`src/rtl/ex_mem_pkg.sv`:
```
// Shared definitions for the EX/MEM pipeline stage: MEM control bit positions,
// payload sizing and the skid-buffer state encoding.
package ex_mem_pkg;

  localparam int CTLM_W = 3;
  localparam int BR_BIT = 2;
  localparam int MR_BIT = 1;
  localparam int MW_BIT = 0;

  localparam logic [1:0] ST_EMPTY = 2'd0;
  localparam logic [1:0] ST_FULL  = 2'd1;
  localparam logic [1:0] ST_SKID  = 2'd2;

  // Packed order: {ctlwb, ctlm, add_result, zero, alu_result, rdata2, dest}
  function automatic int payload_w(input int data_w, input int reg_w, input int wb_w);
    return wb_w + CTLM_W + 3 * data_w + 1 + reg_w;
  endfunction

endpackage

```
`src/rtl/pipe_skid_reg.sv`:
```
// Generic valid/ready pipeline register with flush; SKID selects a two-entry
// skid buffer (registered in_ready) or a single register (combinational in_ready).
module pipe_skid_reg
  import ex_mem_pkg::*;
#(
  parameter int W    = 8,
  parameter bit SKID = 1'b1
) (
  input  logic         clk,
  input  logic         rst_n,
  input  logic         flush,
  input  logic         in_valid,
  output logic         in_ready,
  input  logic [W-1:0] in_data,
  output logic         out_valid,
  input  logic         out_ready,
  output logic [W-1:0] out_data
);

  if (SKID) begin : g_skid
    logic [1:0]   r_state;
    logic [1:0]   w_state_nxt;
    logic [W-1:0] r_main;
    logic [W-1:0] r_skid;
    logic         r_rdy;
    logic         w_in_xfer;
    logic         w_out_xfer;
    logic         w_ld_main_in;
    logic         w_ld_main_skid;
    logic         w_ld_skid;

    assign w_in_xfer  = in_valid & r_rdy & ~flush;
    assign w_out_xfer = (r_state != ST_EMPTY) & out_ready;

    always_comb begin
      w_state_nxt    = r_state;
      w_ld_main_in   = 1'b0;
      w_ld_main_skid = 1'b0;
      w_ld_skid      = 1'b0;
      if (flush) begin
        w_state_nxt = ST_EMPTY;
      end else begin
        case (r_state)
          ST_EMPTY: begin
            if (w_in_xfer) begin
              w_state_nxt  = ST_FULL;
              w_ld_main_in = 1'b1;
            end
          end
          ST_FULL: begin
            if (w_in_xfer && w_out_xfer) begin
              w_ld_main_in = 1'b1;
            end else if (w_in_xfer) begin
              w_state_nxt = ST_SKID;
              w_ld_skid   = 1'b1;
            end else if (w_out_xfer) begin
              w_state_nxt = ST_EMPTY;
            end
          end
          ST_SKID: begin
            // in_ready is low here, so the skid entry just drains into main
            if (w_out_xfer) begin
              w_state_nxt    = ST_FULL;
              w_ld_main_skid = 1'b1;
            end
          end
          default: w_state_nxt = ST_EMPTY;
        endcase
      end
    end

    always_ff @(posedge clk or negedge rst_n) begin
      if (!rst_n) begin
        r_state <= ST_EMPTY;
        r_rdy   <= 1'b0;
      end else begin
        r_state <= w_state_nxt;
        r_rdy   <= (w_state_nxt != ST_SKID);
      end
    end

    always_ff @(posedge clk or negedge rst_n) begin
      if (!rst_n) begin
        r_main <= '0;
        r_skid <= '0;
      end else begin
        if (w_ld_main_in) begin
          r_main <= in_data;
        end else if (w_ld_main_skid) begin
          r_main <= r_skid;
        end
        if (w_ld_skid) begin
          r_skid <= in_data;
        end
      end
    end

    assign in_ready  = r_rdy;
    assign out_valid = (r_state != ST_EMPTY);
    assign out_data  = r_main;
  end else begin : g_single
    logic         r_valid;
    logic [W-1:0] r_main;
    logic         w_rdy;
    logic         w_in_xfer;

    assign w_rdy     = ~r_valid | out_ready;
    assign w_in_xfer = in_valid & w_rdy & ~flush;

    always_ff @(posedge clk or negedge rst_n) begin
      if (!rst_n) begin
        r_valid <= 1'b0;
      end else if (flush) begin
        r_valid <= 1'b0;
      end else if (w_in_xfer) begin
        r_valid <= 1'b1;
      end else if (r_valid && out_ready) begin
        r_valid <= 1'b0;
      end
    end

    always_ff @(posedge clk or negedge rst_n) begin
      if (!rst_n) begin
        r_main <= '0;
      end else if (w_in_xfer) begin
        r_main <= in_data;
      end
    end

    assign in_ready  = w_rdy;
    assign out_valid = r_valid;
    assign out_data  = r_main;
  end

endmodule

```
`src/rtl/ex_mem_pipe.sv`:
```
// Edge-triggered EX/MEM pipeline stage: packs the EX outputs into one payload,
// gates MEM/WB controls on bubbles and counts stalled cycles.
module ex_mem_pipe
  import ex_mem_pkg::*;
#(
  parameter int DATA_W = 32,
  parameter int REG_W  = 5,
  parameter int WB_W   = 2,
  parameter bit SKID   = 1'b1,
  parameter int CNT_W  = 16
) (
  input  logic              clk,
  input  logic              rst_n,
  input  logic              flush,
  input  logic              in_valid,
  output logic              in_ready,
  input  logic [WB_W-1:0]   ctlwb_in,
  input  logic [2:0]        ctlm_in,
  input  logic [DATA_W-1:0] add_result_in,
  input  logic              zero_in,
  input  logic [DATA_W-1:0] alu_result_in,
  input  logic [DATA_W-1:0] rdata2_in,
  input  logic [REG_W-1:0]  dest_in,
  output logic              out_valid,
  input  logic              out_ready,
  output logic [WB_W-1:0]   wb_ctlout,
  output logic              branch,
  output logic              memread,
  output logic              memwrite,
  output logic [DATA_W-1:0] add_result,
  output logic [DATA_W-1:0] alu_result,
  output logic [DATA_W-1:0] rdata2out,
  output logic              zero,
  output logic [REG_W-1:0]  dest_out,
  output logic [CNT_W-1:0]  stall_count
);

  localparam int PW = payload_w(DATA_W, REG_W, WB_W);

  logic [PW-1:0]     w_in_payload;
  logic [PW-1:0]     w_out_payload;
  logic [WB_W-1:0]   w_wb;
  logic [CTLM_W-1:0] w_ctlm;
  logic [CNT_W-1:0]  r_stall_count;

  assign w_in_payload = {ctlwb_in, ctlm_in, add_result_in, zero_in,
                         alu_result_in, rdata2_in, dest_in};

  pipe_skid_reg #(
    .W    (PW),
    .SKID (SKID)
  ) u_reg (
    .clk       (clk),
    .rst_n     (rst_n),
    .flush     (flush),
    .in_valid  (in_valid),
    .in_ready  (in_ready),
    .in_data   (w_in_payload),
    .out_valid (out_valid),
    .out_ready (out_ready),
    .out_data  (w_out_payload)
  );

  assign {w_wb, w_ctlm, add_result, zero, alu_result, rdata2out, dest_out} = w_out_payload;

  // Controls are forced low on bubbles so MEM/WB never act on a stale entry
  assign wb_ctlout = out_valid ? w_wb : '0;
  assign branch    = out_valid & w_ctlm[BR_BIT];
  assign memread   = out_valid & w_ctlm[MR_BIT];
  assign memwrite  = out_valid & w_ctlm[MW_BIT];

  always_ff @(posedge clk or negedge rst_n) begin
    if (!rst_n) begin
      r_stall_count <= '0;
    end else if (out_valid && !out_ready && !(&r_stall_count)) begin
      r_stall_count <= r_stall_count + CNT_W'(1);
    end
  end

  assign stall_count = r_stall_count;

endmodule
```
`config.mk`:
```
export PLATFORM = sky130hd
export DESIGN_NAME = ex_mem_pipe
export DESIGN_NICKNAME = d
export VERILOG_FILES = /design/src/rtl/ex_mem_pkg.sv /design/src/rtl/pipe_skid_reg.sv /design/src/rtl/ex_mem_pipe.sv
export SDC_FILE = /design/constraint.sdc
export NUM_CORES = 1
export LEC_CHECK = 0
export BUFFER_PORTS_ARGS = -buffer_cell sky130_fd_sc_hd__buf_2
export CORE_UTILIZATION = 61
export CTS_BUF_LIST = sky130_fd_sc_hd__clkbuf_2 sky130_fd_sc_hd__clkbuf_4 sky130_fd_sc_hd__clkbuf_8
export CTS_CLUSTER_SIZE = 40
export DETAILED_ROUTE_END_ITERATION = 8
export GPL_ROUTABILITY_DRIVEN = 0
export PLACE_DENSITY = 0.89
export SLEW_MARGIN = 20
export SYNTH_ARGS = -nofsm -noshare
export SYNTH_HDL_FRONTEND = slang
export SYNTH_SLANG_ARGS = --single-unit
```
`constraint.sdc`:
```
create_clock -name clk -period 4.35 [get_ports clk]
set_input_delay 0.435 -clock clk [delete_from_list [all_inputs] [get_ports clk]]
set_output_delay 0.435 -clock clk [all_outputs]
set_load 0.02 [all_outputs]
```
---- After elaboration in Yosys (flattened, before gate mapping) ----
Index checks and enable logic that the tools add are counted.
word-level totals
  register bits after elaboration ......... 233
  latch bits .............................. 0
  memory bits (writable) .................. 0
  ROM bits ................................ 0
  bits of input ports ..................... 112
  output and inout port bits .............. 125
  word-level logic and storage cells ...... 45
  memories kept ........................... 0
operators by class
  add/sub/neg operators ................... 1
  multiply operators ...................... 0
  divide/modulo/power cells ............... 0
  magnitude comparators ................... 0
  equal/unequal tests ..................... 3
  shift operators ......................... 0
  multiplexer cells ....................... 20
  bitwise operators ....................... 7
  reductions and logical operators ........ 9
operators by type and width
  cell                   count
  $mux 107               2
  $add 16x1->16 const B  1
  $reduce_and 16->1      1
  $mux 2                 7
  $mux 1                 9
  $and 1x1->1            6
  $pmux 2 s3             1
  $reduce_bool 2->1      2
  $logic_and 1x1->1      3
  $eq 2x1->1 const B     1
  $eq 2x2->1 const B     1
  $logic_not 1->1        2
  $logic_not 2->1        1
  $ne 2x2->1 const B     1
  $pmux 1 s2             1
  $not 1->1              1

---- Logic depth before layout (Yosys ltp) ----
Gate-level depths: netlist (run 1).
  depth after elaboration ................. 8
  gate-level depth with buffers ........... 7
  gate-level depth less buffers ........... 5

---- Modules after synthesis ----
Synthesis (run 1) repeated with hierarchy kept, for this count alone.
unflattened totals
  cells, all modules ...................... 678
  area, all modules ....................... 9545.4 um^2
by module, submodules not included
  module         times used  cells an instance  area an instance (um^2)  sequential area each (um^2)
  pipe_skid_reg  1           604                8720.9                   5430.2
  ex_mem_pipe    1           74                 824.5                    400.4

---- Worst setup path after synthesis (run 1) ----
No wires, ideal clock.
  kind .................................... reg2reg
  from .................................... register r_stall_count[0] (netlist: stall_count[0])
  to ...................................... register r_stall_count[3] (netlist: stall_count[3])
  setup time .............................. 0.135 ns
  data arrival time ....................... 1.806 ns
  data required time ...................... 4.215 ns
  setup slack ............................. 2.409 ns
  cell stages (with the launch flop) ...... 7
  path buffers ............................ 1
  clock period less this slack ............ 1.941 ns
  cell sequence ........................... dfrtp_1 ha_1 nand4_1 or4_1 buf_2 and3_1 xor2_1
on the way
  word-level cells in the longest chain between the ends .. 3
  elaborated cells between the ends (all ways) .. 4
  those cells by class .................... 1 x add/sub; 3 x reduce/logical
ends and longest elaborated chain
  what                                                   line               text
  start: declaration                                     ex_mem_pipe.sv:44  logic [CNT_W-1:0] r_stall_count;
  start signal: assignment                               ex_mem_pipe.sv:76  r_stall_count <= r_stall_count + CNT_W'(1);
  branches (longest 3 deep; another with $add 16x1->16)  -
Several ways; the timed one is not identified.
A chain may end at the register's enable or synchronous reset.

---- Final worst setup path (run 1) ----
  from .................................... register u_reg.g_skid.r_state[1]
  to ...................................... register u_reg.g_skid.r_skid[32]
on the way
  word-level cells in the longest chain between the ends .. 6
  elaborated cells between the ends (all ways) .. 7
  those cells by class .................... 1 x eq/ne; 3 x mux; 1 x bitwise; 2 x reduce/logical
ends and longest elaborated chain
  what                      line                 text
  start: declaration        pipe_skid_reg.sv:21  logic [1:0] r_state;
  start signal: assignment  pipe_skid_reg.sv:77  r_state <= w_state_nxt;
  $reduce_bool 2->1         pipe_skid_reg.sv:33  assign w_out_xfer = (r_state != ST_EMPTY) & out_ready;
  $and 1x1->1               pipe_skid_reg.sv:33
  $logic_and 1x1->1         pipe_skid_reg.sv:51  if (w_in_xfer && w_out_xfer) begin
  $mux 1                    pipe_skid_reg.sv:51
  $mux 1 *                  pipe_skid_reg.sv:43  case (r_state)
  $mux 1 *                  pipe_skid_reg.sv:40  if (flush) begin
  end signal: assignment    pipe_skid_reg.sv:93  r_skid <= in_data;
  end: declaration          pipe_skid_reg.sv:24  logic [W-1:0] r_skid;
Every way passes the cells marked *; elsewhere a longest branch is shown, timed or not.

==> results.txt, run 1 <==
----------------------------------------------------
[Outcome]
  Outcome ... complete, no violations

[Global route]
  GRT Overall Usage ... 0.245
  Maximum number of pins on one net before global-route repair ... about 140
  Remaining global-route overflow ... 0
  Initial antenna violation count ... 1
  Wire length of the first global-routing pass ... between 30000 and 40000 um
  Via count of the first global-routing pass ... between 7000 and 8000

[STA]
  Period minus WS final ... ~2.1 ns
  Tightest slew margin relative to the limit ... 0.562
  Share of the cycle needed by the critical path after routing ... 0.490
  Worst setup margin ... 2.22 ns
  Fmax ... 469 MHz
  Slew Limit Fails ... 0
  Final hold violation count ... 0
  Setup-failing EPs final ... 0
  Final setup skew ... 0.00930 ns
  RSZ-0062 raised after global routing ... no
  Slew at the pin closest to its max-slew limit ... between 0.6 and 0.7 ns
  Total Neg Setup Slack ... 0 ns

[Routing]
  Total DRC errors in the routed layout ... 0
  Vias per inst ... approximately 5.4
  Initial DRC count ... 263
  Number of vias after detailed routing ... 6776
  Drt total wl ... between 20000 and 25000 um
  Wire length per cell ... roughly 17 um
  Number of nets still failing antenna checks after routing ... 0
  Pre-Repair DR Iteration Count ... 5

[Logic synthesis]
  Yosys reg bits ... about 230
  Yosys synthesis warning count ... 0
  Mapped Area ... 0.0105 mm2
  Avg Inst Size Synth ... around 12 um2
  Sequential cell area fraction in the yosys report ... 0.554
  Post-synth top area share ... 0.554
  Cells taking the most area after synthesis ... dfrtp_1, mux2_1, mux2i_1, buf_4, a21oi_1
  Most area-hungry cell type in the Yosys netlist ... dfrtp_1
  Post-synth cell types ... 31
  Synth Net Count ... between 900 and 1000
  Gate count of the mapped netlist ... approximately 900

[Floorplanning]
  Placeable core region ... between 0.015 and 0.02 mm2
  Overall die area ... roughly 0.018 mm2
  DIE HEIGHT ... 133 um
  Die width ... 133 um
  Std-Cell Rows ... 47
  IO Count ... approximately 240
  Starting density of the core ... 0.631

[Clock tree]
  Number of buffers between clock root and the deepest sink ... 3
  Number of H-tree levels ... 2
  Buffer type at the clock tree root ... clkbuf_8
  Clock-pin slew reported for the worst setup and hold paths after clock tree synthesis ... roughly 0.06 ns
  Total clock buffers created by CTS ... 39
  Clock insertion delay at the later pin of the skew report ... between 0.5 and 0.6 ns
  Post-CTS setup-driven buffer insertion count ... 0
  CTS Sinks ... about 230
  Number of hold buffers added after cts ... 0
  TritonCTS clock tree ... yes
  PostCTS Resize Cnt ... 0

[Critical path]
  Crit path buf inv count ... 1
  Delay of the slowest cell on the worst path ... approximately 0.58 ns
  Biggest fanout along the worst timing path ... 47
  Reg2reg setup slack ... ~2.2 ns
  Critical Path RT ... around 4.7 ns
  CP Data Arrival Time ... about 2.5 ns
  Crit path capture type ... flip-flop
  CP top delay family ... buffers and inverters
  Cell-by-cell listing of the critical path ... and4bb_2, nand2_4, buf_4, mux2_1
  Slowest cell on the critical path ... buf_4
  Critical Setup Path Class ... reg2reg
  Setup crit start kind ... flip-flop

[Final layout]
  Total area of sequential cells ... between 0.005 and 0.006 mm2
  Most frequent standard cell in the layout excluding fill and tap cells ... buf_2
  Top library cells by usage in the layout, fill and taps aside ... buf_2, dfrtp_1, nor2_1
  Layout cell share with drive strength beyond 1 ... 0.302
  NumNets Final ... about 1100
  Multi-input gate area in the final layout ... roughly 0.0037 mm2
  Filler Cell Count ... about 1200
  Count of non-filler cells in the finished layout ... ~1300
  Growth of design area from synthesis to finish ... 13.0%
  Total non-filler cell area in the finished layout ... 0.0119 mm2

[Placement]
  HPWL after detailed placement ... about 14000 um
  Placed Instances ... between 1000 and 1500
  Buffers on Ports ... about 240
  Instance area after placement ... 0.0111 mm2
  Worst slack, placed ... between 2 and 2.5 ns

[Pwr]
  VDD IR-drop max ... between 300 and 400 uV
  Static leakage ... around 5.5 nW
  Power per unit of standard cell area ... 513 mW/mm2

[Run]
  Total of max-cap violations ... 0

[Worst hold path]
  Min-Delay Path Class ... in2reg

----------------------------------------------------
==> cells by family (layout without fill, tap and decap cells) <==
logic type,Yosys count,count (layout),share of synthesized area
and+or+nand+nor,152,152,0.0633
muxes,215,215,0.217
other,0,1,0
DFF,233,233,0.554
adders and majority gates,1,1,0.00119
AOI/OAI and AO/OA,112,112,0.0557
buffers and inverters,150,308,0.0959
xor gates and xnor gates,16,16,0.0133
==> where the power goes <==
group          switching (mW)  internal, mW
sequential              0.301          2.70
clock                   0.800          1.07
combinational           0.699         0.526
total                    1.80          4.30
==> layer usage <==
metal,part of all wire,global-route usage,routed length [um]
met5,0,0,0
met4,0.041,0.121,870
met3,0.054,0.0563,1140
met2,0.51,0.414,10700
met1,0.40,0.295,8410
==> state kept, by name, summed over array words and instances (netlist names) <==
register              cells
u_reg.out_data          107
u_reg.g_skid.r_state      2
u_reg.in_ready            1
u_reg.g_skid.r_skid     107
stall_count              16
==> stage by stage <==
step | hold WS [ns] | utilization | power (mW)
floorplan | 0.139 | - | 4.01
global placement | 0.473 | 0.665 | 4.17
detailed placement | 0.481 | 0.665 | 4.26
CTS | 0.0678 | 0.710 | 6.16
global route | 0.101 | 0.712 | 6.42
finish | 0.115 | 0.712 | 6.10
==> cells in the mapped netlist, drive strengths merged <==
library cell / n
inv: 2
nand2: 6
buf: 139
and4: 2
dfrtp: 233
o41ai: 1
nor3: 2
nand3: 4
clkbuf: 9
mux2: 108
and4bb: 1
or4: 1
and3: 6
nor2b: 6
nand2b: 3
a21oi: 107
a211oi: 1
xor2: 7
mux2i: 107
nand4: 7
o21ba: 1
o31a: 1
xnor2: 9
o2111ai: 1
ha: 1
nor2: 114
==> worst register-to-register path, delay by kind of cell, from the launching register on <==
kind	cells	cell delay (ns)
buf+inv	1	0.58
simple gates	2	0.54
mux	1	0.44
flops	1	0.44
==> path summary, 6_finish.rpt <==
kind	startpoint	to	cells past startpoint
min	flush	u_reg.g_skid.r_state[0]$_DFF_PN0_	2
min in group asynchronous	rst_n	u_reg.out_data[94]$_DFFE_PN0P_	2
max in group asynchronous	rst_n	u_reg.out_data[43]$_DFFE_PN0P_	3
max	u_reg.g_skid.r_state[1]$_DFF_PN0_	u_reg.g_skid.r_skid[32]$_DFFE_PN0P_	4
min reg2reg	u_reg.g_skid.r_skid[100]$_DFFE_PN0P_	u_reg.g_skid.r_skid[100]$_DFFE_PN0P_	1
max reg2reg	u_reg.g_skid.r_state[1]$_DFF_PN0_	u_reg.g_skid.r_skid[32]$_DFFE_PN0P_	4
==> area by class of cell <==
class                   instances  share of cell area
well taps                     220              0.0231
clock inverters                 2            0.000841
inverters                       2            0.000631
clock buffers                  59              0.0625
multi-input cells             496               0.312
diodes                          1            0.000210
flip-flops and latches        233               0.490
repair buffers                245               0.111
Power figures use the tool's default switching activity.
==> run 2, diff against run 1 <==
--- a/config.mk
+++ b/config.mk
@@ -5,13 +5,14 @@
 export SDC_FILE = /design/constraint.sdc
 export NUM_CORES = 1
 export LEC_CHECK = 0
+export ABC_AREA = 1
 export BUFFER_PORTS_ARGS = -buffer_cell sky130_fd_sc_hd__buf_2
-export CORE_UTILIZATION = 61
+export CORE_UTILIZATION = 57
 export CTS_BUF_LIST = sky130_fd_sc_hd__clkbuf_2 sky130_fd_sc_hd__clkbuf_4 sky130_fd_sc_hd__clkbuf_8
 export CTS_CLUSTER_SIZE = 40
 export DETAILED_ROUTE_END_ITERATION = 8
 export GPL_ROUTABILITY_DRIVEN = 0
-export PLACE_DENSITY = 0.89
+export PLACE_DENSITY = 0.83
 export SLEW_MARGIN = 20
 export SYNTH_ARGS = -nofsm -noshare
 export SYNTH_HDL_FRONTEND = slang
==> constraint.sdc (replaced) <==
create_clock -name clk -period 2.1 [get_ports clk]
set_input_delay 0.21 -clock clk [delete_from_list [all_inputs] [get_ports clk]]
set_output_delay 0.21 -clock clk [all_outputs]
set_load 0.02 [all_outputs]
==> run 2 against run 1 <==
Clock-buffer cell count rose by 9. Clock power rose by 130%. Global-route usage rose by 3.3 points. Final area rose by 16%. Via count rose by 46%. Critical path depth rose by 4. Hold slack got worse by 0.086 ns. Sequential cell count did not move. Largest cell class unchanged.
==> results.txt, run 2 <==
----------------------------------------------------
[Outcome]
  Outcome ... complete, no violations

[STA]
  Final setup skew ... 0.0115 ns
  Slew at the pin closest to its max-slew limit ... about 0.54 ns
  Tightest slew margin relative to the limit ... 0.642
  Share of the cycle needed by the critical path after routing ... 0.881
  Period minus WS final ... 1.85 ns
  Total Neg Setup Slack ... 0 ns
  Fmax ... approximately 540 MHz
  Setup-failing EPs final ... 0
  Final hold violation count ... 0
  Worst setup margin ... 0.249 ns
  Slew Limit Fails ... 0
  RSZ-0062 raised after global routing ... no

[Routing]
  Number of vias after detailed routing ... approximately 10000
  Total DRC errors in the routed layout ... 0
  Drt total wl ... around 28000 um
  Wire length per cell ... between 10 and 15 um
  Pre-Repair DR Iteration Count ... 5
  Vias per inst ... slightly above 5
  Number of nets still failing antenna checks after routing ... 0
  Initial DRC count ... 670

[Floorplanning]
  DIE HEIGHT ... about 140 um
  Std-Cell Rows ... 50
  Placeable core region ... 0.0190 mm2
  Starting density of the core ... 0.591
  Overall die area ... just over 0.02 mm2
  Die width ... 142 um
  IO Count ... between 200 and 250

[Critical path]
  Reg2Reg Depth ... 8
  Critical Setup Path Class ... reg2reg
  Critical Path RT ... 2.50 ns
  Reg2Reg Launch Point ... u_reg.g_skid.r_state[0]$_DFF_PN0_
  CP Data Arrival Time ... between 2 and 2.5 ns
  Launching instance or port of the critical path ... u_reg.g_skid.r_state[0]$_DFF_PN0_
  Biggest fanout along the worst timing path ... 75
  Reg2reg setup slack ... 0.25 ns
  Crit path capture type ... flip-flop
  Setup crit start kind ... flip-flop

[Clock tree]
  Buffer type at the clock tree root ... clkbuf_8
  TritonCTS clock tree ... yes
  CTS Sinks ... between 200 and 250
  Total clock buffers created by CTS ... 40
  Number of hold buffers added after cts ... about 110
  Number of buffers between clock root and the deepest sink ... 3
  PostCTS Resize Cnt ... 0
  Number of H-tree levels ... 2
  Clock insertion delay at the later pin of the skew report ... between 0.5 and 0.6 ns
  Post-CTS setup-driven buffer insertion count ... 0
  Clock-pin slew reported for the worst setup and hold paths after clock tree synthesis ... approximately 0.060 ns

[Final layout]
  Multi-input gate area in the final layout ... 0.00372 mm2
  Total area of sequential cells ... about 0.006 mm2
  Growth of design area from synthesis to finish ... 23.1%
  Most frequent standard cell in the layout excluding fill and tap cells ... nand2_1
  Filler Cell Count ... approximately 1300
  Top library cells by usage in the layout, fill and taps aside ... nand2_1, buf_2, dfrtp_1
  Layout cell share with drive strength beyond 1 ... 0.201
  NumNets Final ... between 1500 and 2000

[Global route]
  GRT Overall Usage ... 0.278
  Wire length of the first global-routing pass ... 45000 um
  Initial antenna violation count ... 1
  Via count of the first global-routing pass ... 9524
  Remaining global-route overflow ... 0
  Maximum number of pins on one net before global-route repair ... around 140

[Logic synthesis]
  Yosys reg bits ... 233
  Avg Inst Size Synth ... a little under 8 um2
  Mapped Area ... between 0.01 and 0.015 mm2
  Cells taking the most area after synthesis ... dfrtp_1, nand2_1, o21ai_0, buf_4, inv_1
  Number of enable flip-flop cells after synthesis ... 0
  Share of async-settable or async-resettable flops after synthesis ... 1.00
  Sequential cell area fraction in the yosys report ... 0.521
  Most common flop cell mapped by yosys ... dfrtp_1
  Post-synth cell types ... 25
  Synth Net Count ... roughly 1500
  Post-synth top area share ... 0.521
  Top cell types by occurrence after synthesis ... nand2_1, dfrtp_1, o21ai_0, inv_1, nor2_1
  Yosys synthesis warning count ... 0
  Most common cell in the netlist ... nand2_1
  Gate count of the mapped netlist ... 1418
  Most area-hungry cell type in the Yosys netlist ... dfrtp_1

[Pwr]
  Static leakage ... 7.22 nW
  Switching Share ... 0.334
  VDD IR-drop max ... between 600 and 700 uV
  Clock group share of total power ... 0.301
  Power per unit of standard cell area ... 1050 mW/mm2
  Cell-internal power ... a little under 10 mW
  Switching power ... 4.84 mW
  Power share of the sequential group ... 0.445
  Gate power share ... 0.255

[Placement]
  Worst slack, placed ... 0.288 ns
  HPWL after detailed placement ... 15900 um
  Buffers on Ports ... 236

[Worst hold path]
  Min-Delay Path Class ... in2reg
  Startpoint of the most critical hold path ... add_result_in[2]
  Hold path depth ... 3

[Run]
  Total of max-cap violations ... 0

----------------------------------------------------
run 2: cell count changes after synthesis, sizes merged, moves of 107 or more:
cell,previous run,this run
mux2,108,0
mux2i,107,0
nand2,6,489
a21oi,107,0
inv,2,134
o21ai,0,222
run 2: through the flow:
| step | util | hold slack, ns | instance area (um2) | total power [mW] | cells |
|---|---|---|---|---|---|
| after floorplan | - | -0.0856 | 11200 | 9.38 | 1418 |
| after global placement | 0.624 | 0.0757 | 11800 | 9.79 | 1762 |
| after detailed placement | 0.624 | 0.0778 | 11800 | 9.97 | 1762 |
| after CTS | 0.727 | 0.00283 | 13800 | 14.5 | 1940 |
| after global routing | 0.727 | 0.0220 | 13800 | 15.3 | 1941 |
| final | 0.727 | 0.0292 | 13800 | 14.5 | 1942 |
run 2: kinds of logic after synthesis:
kind of cell	Yosys count	synth area share
buffers and inverters	305	0.147
AND/OR/NAND/NOR	648	0.224
adder cells (fa/ha/maj)	1	0.00112
AO/OA/AOI/OAI	223	0.0999
flip-flops	233	0.521
XOR/XNOR	8	0.00626
run 2: routing by layer:
layer	track usage	up-vias	wire, um	part of all wire
met4	0.138	0	949	0.034
li1	-	4722	-	-
met2	0.472	407	13900	0.50
met3	0.0542	81	1950	0.070
met1	0.339	4653	10900	0.39
met5	0	-	0	0
run 2: final timing paths:
kind / end
min in group asynchronous: stall_count[1]$_DFFE_PN0P_
min: u_reg.g_skid.r_skid[72]$_DFFE_PN0P_
max: u_reg.out_data[31]$_DFFE_PN0P_
max in group asynchronous: u_reg.g_skid.r_skid[19]$_DFFE_PN0P_
max reg2reg: u_reg.out_data[31]$_DFFE_PN0P_
min reg2reg: u_reg.out_data[5]$_DFFE_PN0P_
run 2: layout make-up:
| class | count | share of cell area |
|---|---|---|
| Timing Repair Buffer | 363 | 0.183 |
| Clock inverter | 2 | 0.00282 |
| Antenna cell | 2 | 0.000363 |
| Clock buffer | 68 | 0.0598 |
| Sequential cell | 233 | 0.423 |
| Inverter | 134 | 0.0366 |
| Tap cell | 260 | 0.0236 |
| Multi-Input combinational cell | 880 | 0.270 |
run 2: critical path, cell delays in order (launching register included):
cell	delay [ns]
dfrtp_1	0.45
nand2_1	0.10
nand2_1	0.09
nor2_4	0.14
buf_12	0.32
buf_4	0.32
nand2_1	0.11
nand2_1	0.10
o21ai_0	0.08
run 2: power groups by stage:
stage          Clock (mW)  Combinational [mW]  Sequential (mW)
2_1_floorplan           0                3.01             6.37
3_3_place_gp            0                3.37             6.41
3_5_place_dp            0                3.51             6.46
4_1_cts              4.43                3.67             6.41
5_1_grt              4.64                4.12             6.57
6_report             4.36                3.70             6.45
==> run 3, diff against run 2 <==
--- a/config.mk
+++ b/config.mk
@@ -7,12 +7,14 @@
 export LEC_CHECK = 0
 export ABC_AREA = 1
 export BUFFER_PORTS_ARGS = -buffer_cell sky130_fd_sc_hd__buf_2
+export CAP_MARGIN = 20
 export CORE_UTILIZATION = 57
 export CTS_BUF_LIST = sky130_fd_sc_hd__clkbuf_2 sky130_fd_sc_hd__clkbuf_4 sky130_fd_sc_hd__clkbuf_8
 export CTS_CLUSTER_SIZE = 40
 export DETAILED_ROUTE_END_ITERATION = 8
 export GPL_ROUTABILITY_DRIVEN = 0
 export PLACE_DENSITY = 0.83
+export REMOVE_ABC_BUFFERS = 1
 export SLEW_MARGIN = 20
 export SYNTH_ARGS = -nofsm -noshare
 export SYNTH_HDL_FRONTEND = slang
==> run 3 against run 2 <==
Combinational power about the same. Fmax decreased by 2.7%. Sequential share of layout area decreased by 0.29 points. Power increased by 3.6%. Global-route usage increased by 1.1 points. Largest power group unchanged. Wire length increased by 2.1%. Clock-buffer cell count decreased by 4. Sequential cell count unchanged. Sequential power about the same. Via count about the same. Non-clock buffer count decreased by 1. Utilization increased by 0.50 points.
==> results.txt, run 3 (same netlist as run 2, synthesis figures left out) <==
----------------------------------------------------
[Clock tree]
  TritonCTS clock tree ... yes
  Clock-pin slew reported for the worst setup and hold paths after clock tree synthesis ... 0.06 ns
  CTS Sinks ... between 200 and 250
  Number of H-tree levels ... 2
  PostCTS Resize Cnt ... 0
  Buffer type at the clock tree root ... clkbuf_8
  Total clock buffers created by CTS ... 40
  Post-CTS setup-driven buffer insertion count ... 0
  Number of buffers between clock root and the deepest sink ... 3
  Number of hold buffers added after cts ... 108
  Clock insertion delay at the later pin of the skew report ... roughly 0.53 ns

[Pwr]
  Static leakage ... between 7 and 8 nW
  Total power draw ... between 15 and 20 mW
  VDD IR-drop max ... about 810 uV
  Power per unit of standard cell area ... around 1100 mW/mm2

[Critical path]
  Biggest fanout along the worst timing path ... 60
  Critical Path RT ... 2.53 ns
  Slowest cell on the critical path ... buf_4
  Crit path capture type ... flip-flop
  Setup crit start kind ... flip-flop
  Cell-by-cell listing of the critical path ... nand2_1, nand2_1, nor2_4, inv_2, nand2_4, clkinv_2, buf_4, nand2_1, o21ai_1
  Delay of the slowest cell on the worst path ... 0.56 ns
  CP Data Arrival Time ... between 2 and 2.5 ns
  Cell occurring most often along the worst timing path ... nand2_1
  Crit path buf inv count ... 3
  Critical Setup Path Class ... reg2reg
  CP top delay family ... buffers and inverters

[Final layout]
  Total area of sequential cells ... about 0.0058 mm2
  Layout cell share with drive strength beyond 1 ... 0.202
  Total non-filler cell area in the finished layout ... around 0.014 mm2
  Multi-input gate area in the final layout ... 0.00372 mm2
  Most frequent standard cell in the layout excluding fill and tap cells ... nand2_1
  Top library cells by usage in the layout, fill and taps aside ... nand2_1, buf_2, dfrtp_1
  Growth of design area from synthesis to finish ... 23.9%
  Filler Cell Count ... ~1300
  NumNets Final ... around 1800
  Count of non-filler cells in the finished layout ... just under 2000

[Global route]
  Met2 global-route usage ... 0.483
  GR peak layer ... met2
  Met1 Resource Use GR ... 0.345
  GRT Overall Usage ... 0.288
  Initial antenna violation count ... 0
  Maximum number of pins on one net before global-route repair ... 107
  Met3 routing resource usage after global routing ... 0.0730
  Wire length of the first global-routing pass ... roughly 47000 um
  Remaining global-route overflow ... 0
  Via count of the first global-routing pass ... ~9900

[Outcome]
  Outcome ... complete, no violations

[Routing]
  Pre-Repair DR Iteration Count ... 5
  Initial DRC count ... about 680
  Drt total wl ... between 20000 and 30000 um
  Number of nets still failing antenna checks after routing ... 0
  Number of vias after detailed routing ... slightly below 10000
  Total DRC errors in the routed layout ... 0
  Vias per inst ... ~5.1
  Wire length per cell ... 14.6 um

[STA]
  RSZ-0062 raised after global routing ... no
  Slew at the pin closest to its max-slew limit ... between 0.7 and 0.8 ns
  Period minus WS final ... 1.90 ns
  Slew Limit Fails ... 0
  Share of the cycle needed by the critical path after routing ... 0.906
  Setup-failing EPs final ... 0
  Fmax ... 526 MHz
  Worst setup margin ... ~0.20 ns
  Tightest slew margin relative to the limit ... 0.524
  Hold slack ... between 0.03 and 0.04 ns
  Final setup skew ... 0.0169 ns
  Final hold violation count ... 0

[Placement]
  Buffers on Ports ... 236
  HPWL after detailed placement ... about 16000 um
  Placed Instances ... about 1800
  Worst slack, placed ... between 0.2 and 0.3 ns
  Instance area after placement ... about 0.012 mm2

[Floorplanning]
  IO Count ... about 240
  Starting density of the core ... 0.591
  Die width ... 142 um
  Overall die area ... between 0.02 and 0.025 mm2
  Std-Cell Rows ... 50
  DIE HEIGHT ... approximately 140 um
  Placeable core region ... 0.0190 mm2

[Worst hold path]
  Min-Delay Path Class ... in2reg

[Run]
  Total of max-cap violations ... 0

----------------------------------------------------
run 3: changes by cell type in the layout (fill, tap and decap cells not counted), sizes merged:
cell,delta
clkbuf,-4
clkinv,+4
bufinv,+3
clkinvlp,+2
buf,-1
diode,-1
inv,-1
run 3: layer usage:
metal / routed length, um / up-vias
li1: - / 4721
met3: 2220 / 109
met4: 1150 / 0
met5: 0 / -
met2: 13900 / 457
met1: 11000 / 4580
run 3: through the flow:
stage	util	setup TNS [ns]
after floorplan	-	-480.39
after global placement	0.623	0
after detailed placement	0.623	0
after CTS	0.732	0
after global routing	0.732	0
final	0.732	0
run 3: worst paths after layout:
| check | from | endpoint | slack [ns] | cells after the start |
|---|---|---|---|---|
| setup / recovery | u_reg.g_skid.r_state[0]$_DFF_PN0_ | u_reg.out_data[91]$_DFFE_PN0P_ | 0.20 | 9 |
| hold / removal | flush | u_reg.g_skid.r_state[1]$_DFF_PN0_ | 0.04 | 4 |
| setup reg to reg | u_reg.g_skid.r_state[0]$_DFF_PN0_ | u_reg.out_data[91]$_DFFE_PN0P_ | 0.20 | 9 |
| hold reg to reg | u_reg.out_data[14]$_DFFE_PN0P_ | u_reg.out_data[14]$_DFFE_PN0P_ | 0.48 | 2 |
| max in group asynchronous | rst_n | stall_count[13]$_DFFE_PN0P_ | 1.28 | 3 |
| min in group asynchronous | rst_n | stall_count[12]$_DFFE_PN0P_ | 0.15 | 2 |
run 3: area by class of cell:
cell class,instances,area share
Clock buffer,64,0.0594
Inverter,134,0.0363
Timing Repair Buffer,362,0.181
Sequential cell,233,0.420
Tap cell,260,0.0235
Clock inverter,10,0.0112
Antenna cell,1,0.000180
Multi-Input combinational cell,880,0.268
run 3: power breakdown:
group	internal (mW)	switching, mW	total, mW	leakage [nW]
registers	5.69	0.776	6.47	2.99
clock network	2.99	1.87	4.86	0.509
logic	1.39	2.32	3.71	3.76
run 3: worst reg2reg max path: cells and delay by family (launching register included):
family	cells	cell delay, ns
flip-flops	1	0.45
buffers and inverters	3	0.69
AND/OR/NAND/NOR	5	0.52
AO/OA/AOI/OAI	1	0.15
